File: config.mk
export PLATFORM = sky130hd
export DESIGN_NAME = seq_pattern_gen_flat
export DESIGN_NICKNAME = d
export VERILOG_FILES = /design/src/rtl/seq_pattern_gen_pkg.sv /design/src/rtl/seq_pattern_gen_if.sv /design/src/rtl/seq_pattern_gen_bit_timer.sv /design/src/rtl/seq_pattern_gen.sv /design/src/flat_wrapper.sv
export SDC_FILE = /design/constraint.sdc
export NUM_CORES = 1
export LEC_CHECK = 0
export BUFFER_PORTS_ARGS = -buffer_cell sky130_fd_sc_hd__buf_2
export CAP_MARGIN = 30
export CORE_ASPECT_RATIO = 0.5
export CORE_MARGIN = 5
export CORE_UTILIZATION = 40
export DETAILED_ROUTE_END_ITERATION = 16
export PLACE_DENSITY = 0.66
export REMOVE_ABC_BUFFERS = 1
export SETUP_SLACK_MARGIN = 0.2
export SLEW_MARGIN = 10
export SYNTH_ARGS = -nofsm -noshare
export SYNTH_HDL_FRONTEND = slang
export SYNTH_SLANG_ARGS = --single-unit
File: constraint.sdc
create_clock -name clk -period 3.9 [get_ports clk]
set_input_delay 0.585 -clock clk [delete_from_list [all_inputs] [get_ports clk]]
set_output_delay 0.585 -clock clk [all_outputs]
set_load 0.05 [all_outputs]
File: src/rtl/seq_pattern_gen_pkg.sv
// Shared types and sizing helpers for the serial pattern generator and its detector benches.
package seq_pkg;

    typedef enum logic [1:0] {
        IDLE  = 2'd0,
        SHIFT = 2'd1,
        GAP   = 2'd2
    } state_t;

    // Width needed to hold 0..maxval, never narrower than one bit.
    function automatic int width_for(input int maxval);
        return (maxval < 1) ? 1 : $clog2(maxval + 1);
    endfunction

    localparam int MAX_LEN      = 16;
    localparam int CLKS_PER_BIT = 1;
    localparam int LEN_W        = $clog2(MAX_LEN + 1);
    localparam int TICK_W       = $clog2(CLKS_PER_BIT + 1);

endpackage

File: src/rtl/seq_pattern_gen_if.sv
// Control/data bundle between a pattern-generator user (master) and the generator (slave).
interface seq_pattern_gen_if
    import seq_pkg::*;
#(
    parameter int MAX_LEN = 16
);
    localparam int LW = width_for(MAX_LEN);

    logic               start;
    logic               stop;
    logic [MAX_LEN-1:0] pattern;
    logic [LW-1:0]      len;
    logic               repeat_en;
    logic               w;
    logic               busy;
    logic               done;

    modport master (
        output start, stop, pattern, len, repeat_en,
        input  w, busy, done
    );

    modport slave (
        input  start, stop, pattern, len, repeat_en,
        output w, busy, done
    );

endinterface

File: src/rtl/seq_pattern_gen_bit_timer.sv
// Bit-period timer: strobes bit_tick on the last clock of every CLKS_PER_BIT-cycle bit period.
module bit_timer
    import seq_pkg::*;
#(
    parameter int CLKS_PER_BIT = 1
) (
    input  logic clk,
    input  logic rst_n,
    input  logic clr,
    input  logic en,
    output logic bit_tick
);
    localparam int TW = width_for(CLKS_PER_BIT);
    localparam logic [TW-1:0] LAST = TW'(CLKS_PER_BIT - 1);

    logic [TW-1:0] tick;

    assign bit_tick = en && (tick == LAST);

    always_ff @(posedge clk) begin
        if (!rst_n || clr) begin
            tick <= '0;
        end else if (en) begin
            tick <= bit_tick ? '0 : tick + TW'(1);
        end
    end

endmodule

File: src/rtl/seq_pattern_gen.sv
// Serial pattern generator: shifts a latched pattern out on w, MSB of the valid length first,
// optionally looping with idle gap bits between passes.
module seq_pattern_gen
    import seq_pkg::*;
#(
    parameter int   MAX_LEN      = 16,
    parameter int   CLKS_PER_BIT = 1,
    parameter int   GAP_BITS     = 0,
    parameter logic IDLE_LEVEL   = 1'b0
) (
    input logic             clk,
    input logic             rst_n,
    seq_pattern_gen_if.slave bus
);
    localparam int LW = width_for(MAX_LEN);
    localparam int GW = width_for(GAP_BITS);
    localparam logic [LW-1:0] MAX_L    = LW'(MAX_LEN);
    localparam logic [LW-1:0] ONE      = LW'(1);
    localparam logic [GW-1:0] GAP_LAST = GW'((GAP_BITS > 0) ? GAP_BITS - 1 : 0);

    state_t             state, state_nx;
    logic [MAX_LEN-1:0] lat, lat_nx, sreg, sreg_nx;
    logic [LW-1:0]      len_lat, len_lat_nx, bit_cnt, bit_cnt_nx;
    logic [GW-1:0]      gap_cnt, gap_cnt_nx;
    logic               w_q, w_nx, busy_q, busy_nx, done_q, done_nx;

    logic [LW-1:0]      len_eff;
    logic [MAX_LEN-1:0] aligned;
    logic               accept, abort, bit_tick;

    // Left-justify the pattern so its first bit always sits in the MSB of the shift register.
    assign len_eff = (bus.len > MAX_L) ? MAX_L : bus.len;
    assign aligned = bus.pattern << (MAX_L - len_eff);
    assign accept  = (state == IDLE) && bus.start && !bus.stop && (len_eff != '0);
    assign abort   = (state != IDLE) && bus.stop;

    bit_timer #(
        .CLKS_PER_BIT(CLKS_PER_BIT)
    ) u_bit_timer (
        .clk     (clk),
        .rst_n   (rst_n),
        .clr     (accept || abort),
        .en      (state != IDLE),
        .bit_tick(bit_tick)
    );

    always_comb begin
        state_nx   = state;
        lat_nx     = lat;
        len_lat_nx = len_lat;
        sreg_nx    = sreg;
        bit_cnt_nx = bit_cnt;
        gap_cnt_nx = gap_cnt;
        w_nx       = w_q;
        busy_nx    = busy_q;
        done_nx    = 1'b0;

        case (state)
            IDLE: begin
                w_nx    = IDLE_LEVEL;
                busy_nx = 1'b0;
                if (accept) begin
                    state_nx   = SHIFT;
                    lat_nx     = aligned;
                    len_lat_nx = len_eff;
                    sreg_nx    = aligned << 1;
                    w_nx       = aligned[MAX_LEN-1];
                    busy_nx    = 1'b1;
                    bit_cnt_nx = len_eff - ONE;
                end
            end
            SHIFT: begin
                if (bit_tick) begin
                    if (bit_cnt != '0) begin
                        bit_cnt_nx = bit_cnt - ONE;
                        w_nx       = sreg[MAX_LEN-1];
                        sreg_nx    = sreg << 1;
                    end else if (bus.repeat_en && (GAP_BITS > 0)) begin
                        state_nx   = GAP;
                        w_nx       = IDLE_LEVEL;
                        gap_cnt_nx = GAP_LAST;
                    end else if (bus.repeat_en) begin
                        w_nx       = lat[MAX_LEN-1];
                        sreg_nx    = lat << 1;
                        bit_cnt_nx = len_lat - ONE;
                    end else begin
                        state_nx = IDLE;
                        w_nx     = IDLE_LEVEL;
                        busy_nx  = 1'b0;
                        done_nx  = 1'b1;
                    end
                end
            end
            GAP: begin
                if (bit_tick) begin
                    if (gap_cnt != '0) begin
                        gap_cnt_nx = gap_cnt - GW'(1);
                    end else begin
                        state_nx   = SHIFT;
                        w_nx       = lat[MAX_LEN-1];
                        sreg_nx    = lat << 1;
                        bit_cnt_nx = len_lat - ONE;
                    end
                end
            end
            default: begin
                state_nx = IDLE;
                w_nx     = IDLE_LEVEL;
                busy_nx  = 1'b0;
            end
        endcase

        if (abort) begin
            state_nx   = IDLE;
            w_nx       = IDLE_LEVEL;
            busy_nx    = 1'b0;
            done_nx    = 1'b0;
            bit_cnt_nx = '0;
            gap_cnt_nx = '0;
        end
    end

    always_ff @(posedge clk) begin
        if (!rst_n) begin
            state   <= IDLE;
            lat     <= '0;
            len_lat <= '0;
            sreg    <= '0;
            bit_cnt <= '0;
            gap_cnt <= '0;
            w_q     <= IDLE_LEVEL;
            busy_q  <= 1'b0;
            done_q  <= 1'b0;
        end else begin
            state   <= state_nx;
            lat     <= lat_nx;
            len_lat <= len_lat_nx;
            sreg    <= sreg_nx;
            bit_cnt <= bit_cnt_nx;
            gap_cnt <= gap_cnt_nx;
            w_q     <= w_nx;
            busy_q  <= busy_nx;
            done_q  <= done_nx;
        end
    end

    assign bus.w    = w_q;
    assign bus.busy = busy_q;
    assign bus.done = done_q;

endmodule

File: src/flat_wrapper.sv
// flat-port wrapper written by rule: the top's interface ports become plain ports
module seq_pattern_gen_flat import seq_pkg::*;
#(
    parameter int   MAX_LEN      = 16,
    parameter int   CLKS_PER_BIT = 1,
    parameter int   GAP_BITS     = 0,
    parameter logic IDLE_LEVEL   = 1'b0
)
  (clk, rst_n, bus_start, bus_stop, bus_pattern, bus_len, bus_repeat_en, bus_w, bus_busy, bus_done);
  seq_pattern_gen_if #(.MAX_LEN(MAX_LEN)) bus_i ();
  input logic clk;
  input logic rst_n;
  input wire logic [$bits(bus_i.start)-1:0] bus_start;
  input wire logic [$bits(bus_i.stop)-1:0] bus_stop;
  input wire logic [$bits(bus_i.pattern)-1:0] bus_pattern;
  input wire logic [$bits(bus_i.len)-1:0] bus_len;
  input wire logic [$bits(bus_i.repeat_en)-1:0] bus_repeat_en;
  output wire logic [$bits(bus_i.w)-1:0] bus_w;
  output wire logic [$bits(bus_i.busy)-1:0] bus_busy;
  output wire logic [$bits(bus_i.done)-1:0] bus_done;
  assign bus_i.start = bus_start;
  assign bus_i.stop = bus_stop;
  assign bus_i.pattern = bus_pattern;
  assign bus_i.len = bus_len;
  assign bus_i.repeat_en = bus_repeat_en;
  assign bus_w = bus_i.w;
  assign bus_busy = bus_i.busy;
  assign bus_done = bus_i.done;
  seq_pattern_gen #(.MAX_LEN(MAX_LEN), .CLKS_PER_BIT(CLKS_PER_BIT), .GAP_BITS(GAP_BITS), .IDLE_LEVEL(IDLE_LEVEL)) u_core (.clk(clk), .rst_n(rst_n), .bus(bus_i));
endmodule
After elaboration in Yosys (flattened, before gate mapping)
Index checks and enable logic that the tools add are counted.
{"block": "classes", "n_addsub": 6, "mux": 37, "bitwise": 5, "shift": 1, "n_lt_le_gt_ge": 1, "n_eq_ne": 9, "n_reduce_logical": 22}
{"op": "$mux 16", "count": 6}
{"op": "$pmux 16 s3", "count": 1}
{"op": "$mux 5", "count": 7}
{"op": "$shl 16x5->16", "count": 1}
{"op": "$pmux 5 s3", "count": 1}
{"op": "$sub 5x1->5 const B", "count": 3}
{"op": "$mux 1", "count": 13}
{"op": "$mux 2", "count": 6}
{"op": "$reduce_and 6->1", "count": 2}
{"op": "$ne 2x2->1 const B", "count": 5}
{"op": "$reduce_bool 5->1", "count": 2}
{"op": "$pmux 1 s3", "count": 2}
{"op": "$pmux 2 s3", "count": 1}
{"op": "$gt 5x5->1 const B", "count": 1}
{"op": "$logic_and 1x1->1", "count": 5}
{"op": "$not 1->1", "count": 5}
{"op": "$reduce_or 5->1", "count": 1}
{"op": "$sub 5x5->5 const A", "count": 1}
{"op": "$reduce_and 2->1", "count": 2}
{"op": "$reduce_and 4->1", "count": 1}
{"op": "$ne 3x2->1 const B", "count": 1}
{"op": "$reduce_and 3->1", "count": 1}
{"op": "$reduce_bool 3->1", "count": 1}
{"op": "$eq 2x1->1 const B", "count": 1}
{"op": "other kinds (9)", "count": 11}
{"block": "word_totals", "word_cells": 91, "output_inout_bits": 3, "in_bits": 26, "register_bits": 49}

Logic depth before layout (Yosys ltp)
Gate-level depths: netlist of the first run.
{"block": "depth", "word_depth": 6, "depth_mapped": 12, "ltp_nobuf": 10}

Hierarchy
Synthesis of the first run repeated with hierarchy kept, for this count alone.
{"block": "hier_totals", "cells_unflattened": 365, "hier_area_um2": 2855.2}
{"mod": "seq_pattern_gen", "cells_each": 362, "instances": 1, "area_per_inst_um2": 2816.5, "seq_area_each_um2": 900.9}
{"mod": "bit_timer", "cells_each": 3, "instances": 1, "area_per_inst_um2": 38.8, "seq_area_each_um2": 20.0}

Worst setup path before layout of the first run
Ideal clock, no wire load.
{"block": "synth_path", "path_kind": "in2reg", "from": "input bus_len[4]", "to": "register u_core.lat[0]", "setup_time_ns": 0.065, "cell_stages": 11, "arrival_ns": 3.012, "path_buffers": 2, "required_time_ns": 3.835, "setup_slack_ns": 0.823, "cell_sequence": "and2b_1 inv_1 buf_2 ha_1 o21a_1 ha_1 or4b_2 clkbuf_1 nor3_1 a22oi_1 nor2_1"}
{"block": "synth_between", "elab_chain_len": 5, "elab_cells_between_ends": 7, "classes_between": "add/sub: 1; order compare: 1; shift: 1; mux: 1; reduce/logical: 3"}
{"element": "start: declaration", "line": "flat_wrapper.sv:16", "text": "input wire logic [$bits(bus_i.len)-1:0] bus_len;"}
{"element": "$gt 5x5->1", "line": "seq_pattern_gen.sv:32", "text": "assign len_eff = (bus.len > MAX_L) ? MAX_L : bus.len;"}
{"element": "$mux 5 (*)", "line": "seq_pattern_gen.sv:32"}
{"element": "parallel branches: the longest is 3 deep, another holds $sub 5x5->5"}
{"element": "end signal: assignment", "line": "seq_pattern_gen.sv:136", "text": "lat <= lat_nx;"}
{"element": "end: declaration", "line": "seq_pattern_gen.sv:22", "text": "logic [MAX_LEN-1:0] lat, lat_nx, sreg, sreg_nx;"}
Mark *: on every way between the ends.
A chain may end at the register's enable or synchronous reset.

Worst setup path after layout of the first run
{"block": "layout_path", "from": "input bus_len[4]", "to": "register u_core.sreg[14]"}
{"block": "layout_between", "elab_chain_len": 6, "elab_cells_between_ends": 10, "classes_between": "add/sub: 1; order compare: 1; eq/ne: 1; shift: 1; mux: 3; reduce/logical: 3"}
{"element": "$gt 5x5->1", "line": "seq_pattern_gen.sv:32"}
{"element": "$mux 5 (*)", "line": "seq_pattern_gen.sv:32"}
{"element": "$sub 5x5->5 / $reduce_bool 5->1 (equally long branches)", "line": "seq_pattern_gen.sv:33, seq_pattern_gen.sv:34"}
{"element": "$shl 16x5->16 / $logic_and 1x1->1 (equally long branches)", "line": "seq_pattern_gen.sv:33, seq_pattern_gen.sv:34"}
{"element": "$mux 16 / $ne 2x1->1 (equally long branches)"}
{"element": "$pmux 16 s3 / $reduce_and 6->1 (equally long branches)"}
{"element": "end signal: assignment", "line": "seq_pattern_gen.sv:138", "text": "sreg <= sreg_nx;"}
{"element": "end: declaration", "line": "seq_pattern_gen.sv:22"}
Every way passes the cells marked *; elsewhere a longest branch is shown, timed or not. The select of a mux whose other input is x is not followed.

==> impl_metrics.env, run 1 <==
export IMPL_status="finished, final reports clean"
export IMPL_routed_via_density=5.97
export IMPL_final_nets=426
export IMPL_grt_pass1_wl_um=14000
export IMPL_io_pins=29
export IMPL_tightest_slew_ns=0.775
export IMPL_required_ns=4.05
export IMPL_whs_path_depth=2
export IMPL_syn_area_um2=3100
export IMPL_synth_edf_count=0
export IMPL_ff2ff_path_depth=7
export IMPL_seq_area_frac_synth_pct=29.7
export IMPL_wirelength_um=8370
export IMPL_cts_root_buf="clkbuf_16"
export IMPL_ir_drop_v=0.000206
export IMPL_critPathLaunchType="primary input"
export IMPL_diodes=0
export IMPL_ant_nets=0
export IMPL_start_util_pct=41.7
export IMPL_io_buffers=28
export IMPL_placed_area_um2=3300
export IMPL_grt_overflow=0
export IMPL_rsz0062_at_grt="false"
export IMPL_vias=2948
export IMPL_powerDensity_nw_per_um2=419
export IMPL_grt_usage_pct=17.6
export IMPL_cts_sinks=46
export IMPL_cp_arrival_ns=3.18
export IMPL_cp_end_kind="register"
export IMPL_fin_util_pct=46.6
export IMPL_wl_per_cell_um=17.0
export IMPL_ys_warn_count=0
export IMPL_grt_max_degree=23
export IMPL_postCtsSetupBuffers=0
export IMPL_drt_initial_drc_count=250
export IMPL_core_um2=7430
export IMPL_die_w_um=135
export IMPL_hp_class="reg -> reg"
export IMPL_syn_mean_instance_area_um2=8.14
export IMPL_crit_start="bus_len[4]"
export IMPL_placedCellCount=486
export IMPL_slew_viol_final=0
export IMPL_clk_pin_slew_worst_paths_ns=0.07
export IMPL_synthArstFlopShare_pct=0
export IMPL_syn2layout_area_growth_pct=11.8
export IMPL_antenna_found_initial=0
export IMPL_layout_drive_gt1_share_pct=17.8
export IMPL_crit_type="in -> reg"
export IMPL_post_route_period_util_pct=77.8
export IMPL_drc=0
export IMPL_stdcell_count=494
export IMPL_cts_buffers=5
export IMPL_grt_pass1_vias=2711
export IMPL_hold_viol_final=0
export IMPL_rows=22
export IMPL_timing_rr_start="u_core.bit_cnt[2]"
export IMPL_layout_commonest_cell="nand2_1"
export IMPL_drv_cap=0
export IMPL_first_pass_iters=5
export IMPL_syn_inst=381
export IMPL_synth_ff_type="dfxtp_1"
export IMPL_min_delay_start="u_core.len_lat[4]"
export IMPL_die_area_um2=9720
export IMPL_final_cell_mix="nand2_1, dfxtp_1, nor2_1, a21oi_1, buf_2"
export IMPL_p_leak_nw=1.33
export IMPL_crit_path_max_fanout=13
export IMPL_skew_ns=0.00714
export IMPL_slew_limit_headroom_pct=48.2
export IMPL_final_setup_tns_ns=0
export IMPL_clock_latency_ns=0.29
export IMPL_synth_cell_types=63
export IMPL_timing_fmax_mhz=330
export IMPL_ctsLongestPathBuffers=2
export IMPL_place_ws_ns=0.603
export IMPL_post_route_min_period_ns=3.03
export IMPL_fin_area_um2=3470
export IMPL_cts_tree="yes"
export IMPL_dieHeight_um=72.3
export IMPL_setup_ws_ns=0.867
export IMPL_synth_seq_cells=46
export IMPL_place_hpwl_um=6100
export IMPL_place_congestion=0.871
export IMPL_holdBufCountCts=0
export IMPL_setup_viol=0
export IMPL_cts_resized=0
export IMPL_cts_htree_levels=2
flip-flops by register name (all words and copies together) (netlist names):
name	flops
u_core.bus.w	1
u_core.state	1
u_core.bit_cnt	5
u_core.sreg	15
u_core.lat	16
u_core.len_lat	5
u_core.u_bit_timer.tick	1
u_core.bus.done	1
u_core.bus.busy	1
worst max-delay path, stage by stage:
cell and delay [ns]:
buf_2 0.18, and2b_1 0.23, inv_1 0.06, ha_1 0.61, buf_4 0.33, mux2i_1 0.25
mux2i_1 0.14, nand2_1 0.11, a21oi_1 0.06, o21ai_0 0.43, o21ai_0 0.18
final cells by class:
cell class                      instances  area, um^2
Multi-Input combinational cell        297        2010
Fill cell                             747        3970
Tap cell                               96         120
Inverter                                9        33.8
Clock buffer                            5         125
Clock inverter                          3        43.8
Timing Repair Buffer                   38         215
Sequential cell                        46         921
report_power, final:
group	internal, mW	leakage [nW]	switching, mW	total (mW)
Combinational	0.163	0.875	0.272	0.435
Clock	0.304	0.0842	0.189	0.492
Sequential	0.503	0.375	0.0215	0.524
Total	0.969	1.33	0.482	1.45
routing by layer:
layer  vias to the layer above  wire length (um)  global-route usage [%]
met3                        20               638                    2.98
li1                       1431                 -                       -
met2                       120              3530                    26.4
met1                      1377              3990                    25.8
met4                         0               212                    5.87
met5                         -                 0                       0
cell families after synthesis:
kind of cell    share of synthesized area (%)
compound gates                           21.4
fa+ha+maj                                1.21
xor+xnor                                 2.02
mux                                      15.7
flops                                    29.7
buf+inv                                  5.73
simple gates                             24.2
synth_stat cells, types with 2 or more instances:
cell	number	share of area (%)
o22a_1	2	0.57
a22oi_1	5	1.2
a31oi_1	9	1.8
xor2_1	2	0.57
a21oi_1	29	4.7
o31ai_1	2	0.48
ha_1	3	1.2
nor2_1	37	4.5
mux2i_1	24	7.7
buf_2	13	2.1
or4bb_1	2	0.73
nor2b_1	3	0.61
o21a_1	2	0.48
mux4_2	10	7.3
nand2_1	58	7.0
and2_1	2	0.40
nand3_1	17	2.7
dfxtp_1	46	30
o21ai_1	2	0.32
xnor2_1	2	0.57
clkbuf_1	13	1.6
inv_1	8	0.97
o21ai_0	24	3.9
a221oi_1	3	0.85
mux2_2	2	0.73
o221ai_1	2	0.57
a211oi_1	7	1.7
buf_6	2	0.73
nor3_4	2	1.0
nor3_1	13	2.1
nor4_1	3	0.61
metrics by stage:
stage	total power [mW]	hold slack [ns]
global placement	0.961	0.446
CTS	1.45	0.464
floorplan	0.826	0.436
finish	1.45	0.467
global route	1.53	0.482
detailed placement	0.963	0.454
path summary, 6_finish.rpt:
| check | slack, ns | to |
|---|---|---|
| worst min-delay path | 0.47 | u_core.len_lat[4] |
| worst min register to register | 0.47 | u_core.len_lat[4] |
| worst max-delay path | 0.87 | u_core.sreg[14] |
| worst max register to register | 1.56 | u_core.sreg[14] |
No activity file was read; power rests on OpenSTA's default activity.
==> inputs of run 2 (changes only) <==
--- a/config.mk
+++ b/config.mk
@@ -11,7 +11,7 @@
 export CORE_MARGIN = 5
 export CORE_UTILIZATION = 40
 export DETAILED_ROUTE_END_ITERATION = 16
-export PLACE_DENSITY = 0.66
+export PLACE_DENSITY = 0.68
 export REMOVE_ABC_BUFFERS = 1
 export SETUP_SLACK_MARGIN = 0.2
 export SLEW_MARGIN = 10
==> constraint.sdc (replaced) <==
create_clock -name clk -period 2.6 [get_ports clk]
set_input_delay 0.39 -clock clk [delete_from_list [all_inputs] [get_ports clk]]
set_output_delay 0.39 -clock clk [all_outputs]
set_load 0.05 [all_outputs]
==> impl_metrics.env, run 2 (same netlist as run 1, synthesis figures left out) <==
export IMPL_drt_initial_drc_count=322
export IMPL_critPathLaunchType="primary input"
export IMPL_core_um2=7430
export IMPL_grt_usage_pct=19.0
export IMPL_cpMostUsedCell="buf_4"
export IMPL_ctsLongestPathBuffers=2
export IMPL_io_buffers=28
export IMPL_layout_drive_gt1_share_pct=26.9
export IMPL_crit_type="in -> reg"
export IMPL_multiInputGateArea_um2=2050
export IMPL_holdBufCountCts=0
export IMPL_fillCellCount=729
export IMPL_placedCellCount=525
export IMPL_antenna_found_initial=0
export IMPL_place_hpwl_um=6680
export IMPL_hold_viol_final=0
export IMPL_rows=22
export IMPL_final_nets=466
export IMPL_p_leak_nw=1.53
export IMPL_largest_reg_flops=16
export IMPL_required_ns=2.76
export IMPL_critPathBufInv=4
export IMPL_post_route_period_util_pct=86.9
export IMPL_hp_class="in -> reg"
export IMPL_crit_path_max_fanout=3
export IMPL_cts_sinks=46
export IMPL_vias=3124
export IMPL_powerDensity_nw_per_um2=596
export IMPL_clock_latency_ns=0.29
export IMPL_diodes=0
export IMPL_cp_end_kind="register"
export IMPL_place_congestion=0.918
export IMPL_grt_max_degree=23
export IMPL_grt_pass1_vias=2892
export IMPL_cts_tree="yes"
export IMPL_post_route_min_period_ns=2.26
export IMPL_slew_limit_headroom_pct=61.7
export IMPL_worst_path_largest_cell_delay_ns=0.35
export IMPL_cts_root_buf="clkbuf_16"
export IMPL_slowest_stage="a2bb2oi_1"
export IMPL_die_area_um2=9720
export IMPL_skew_ns=0.00663
export IMPL_seq_area_um2=922
export IMPL_cts_htree_levels=2
export IMPL_drc=0
export IMPL_reg_top3="u_core.lat (16), u_core.sreg (15)"
export IMPL_io_pins=29
export IMPL_slew_viol_final=0
export IMPL_hold_slack_ns=0.382
export IMPL_drv_cap=0
export IMPL_cts_buffers=5
export IMPL_rsz0062_at_grt="false"
export IMPL_dieHeight_um=72.3
export IMPL_fin_util_pct=51.6
export IMPL_cp_arrival_ns=2.42
export IMPL_grt_pass1_wl_um=15000
export IMPL_start_util_pct=41.7
export IMPL_crit_chain="buf_2, and2b_1, inv_1, ha_4, buf_4, xnor2_4, mux4_2, mux2i_1, buf_4, a2bb2oi_1, a21oi_1"
export IMPL_grt_overflow=0
export IMPL_status="finished, final reports clean"
export IMPL_crit_family="buffers and inverters"
export IMPL_syn2layout_area_growth_pct=23.8
export IMPL_stdcell_count=534
export IMPL_wirelength_um=8930
export IMPL_die_w_um=135
export IMPL_timing_fmax_mhz=442
export IMPL_ir_drop_v=0.000284
export IMPL_first_pass_iters=5
export IMPL_setup_viol=0
export IMPL_layout_commonest_cell="nand2_1"
export IMPL_clk_pin_slew_worst_paths_ns=0.06
export IMPL_tightest_slew_ns=0.571
export IMPL_largest_register="u_core.lat"
export IMPL_final_cell_mix="nand2_1, buf_4, dfxtp_1, nor2_1, a21oi_1"
export IMPL_ant_nets=0
export IMPL_wl_per_cell_um=16.7
export IMPL_routed_via_density=5.85
## run 2: cell count changes in the layout (fill, tap and decap cells not counted), moves of 2 or more
cell,change
buf_12,+2
mux2i_2,+3
clkinvlp_4,+2
buf_4,+38
mux2i_1,-3
ha_1,-2
## run 2: worst paths after layout
kind	startpoint	to	slack [ns]	cells after the start
setup reg to reg	u_core.bit_cnt[2]	u_core.bit_cnt[4]	0.45	8
hold reg to reg	u_core.len_lat[4]	u_core.len_lat[4]	0.46	2
setup / recovery	bus_len[4]	u_core.bus.w	0.34	11
hold / removal	bus_repeat_en	u_core.bus.done	0.38	2
## run 2: power breakdown
part           internal (mW)  switching [mW]
clock                  0.453           0.273
sequential             0.754          0.0404
combinational          0.340           0.427
total                   1.55           0.740
## run 2: repair_timing
| action | 4_1_cts | 5_1_grt |
|---|---|---|
| endpoints found under the setup margin | 0 | 23 |
| resized for setup | 0 | 9 |
| setup buffers | 0 | 1 |
## run 2: area by class of cell
cell class | instances | share of cell area [%]
clock buffers | 5 | 3.26
repair buffers | 78 | 14.1
well taps | 96 | 3.13
multi-input cells | 297 | 53.5
inverters | 9 | 0.880
clock inverters | 3 | 1.17
flip-flops and latches | 46 | 24.0
## run 2: routing by layer
layer | global-route usage, % | vias to the layer above | share of wire, %
li1 | - | 1510 | -
met1 | 28.5 | 1498 | 49
met2 | 28.9 | 107 | 43
met3 | 2.77 | 9 | 7.2
met4 | 4.29 | 0 | 0.94
met5 | 0 | - | 0
## run 2: metrics by stage
| step | TNS (ns) | instance area, um^2 | power, mW | setup slack, ns |
|---|---|---|---|---|
| 6_report | 0 | 3840 | 2.29 | 0.339 |
| 5_1_grt | 0 | 3840 | 2.39 | 0.245 |
| 4_1_cts | 0 | 3790 | 2.27 | 0.256 |
| 3_5_place_dp | -0.0139 | 3620 | 1.55 | -0.0139 |
| 3_3_place_gp | 0 | 3620 | 1.54 | 0.0430 |
| 2_1_floorplan | -62.28 | 2960 | 1.24 | -1.97 |
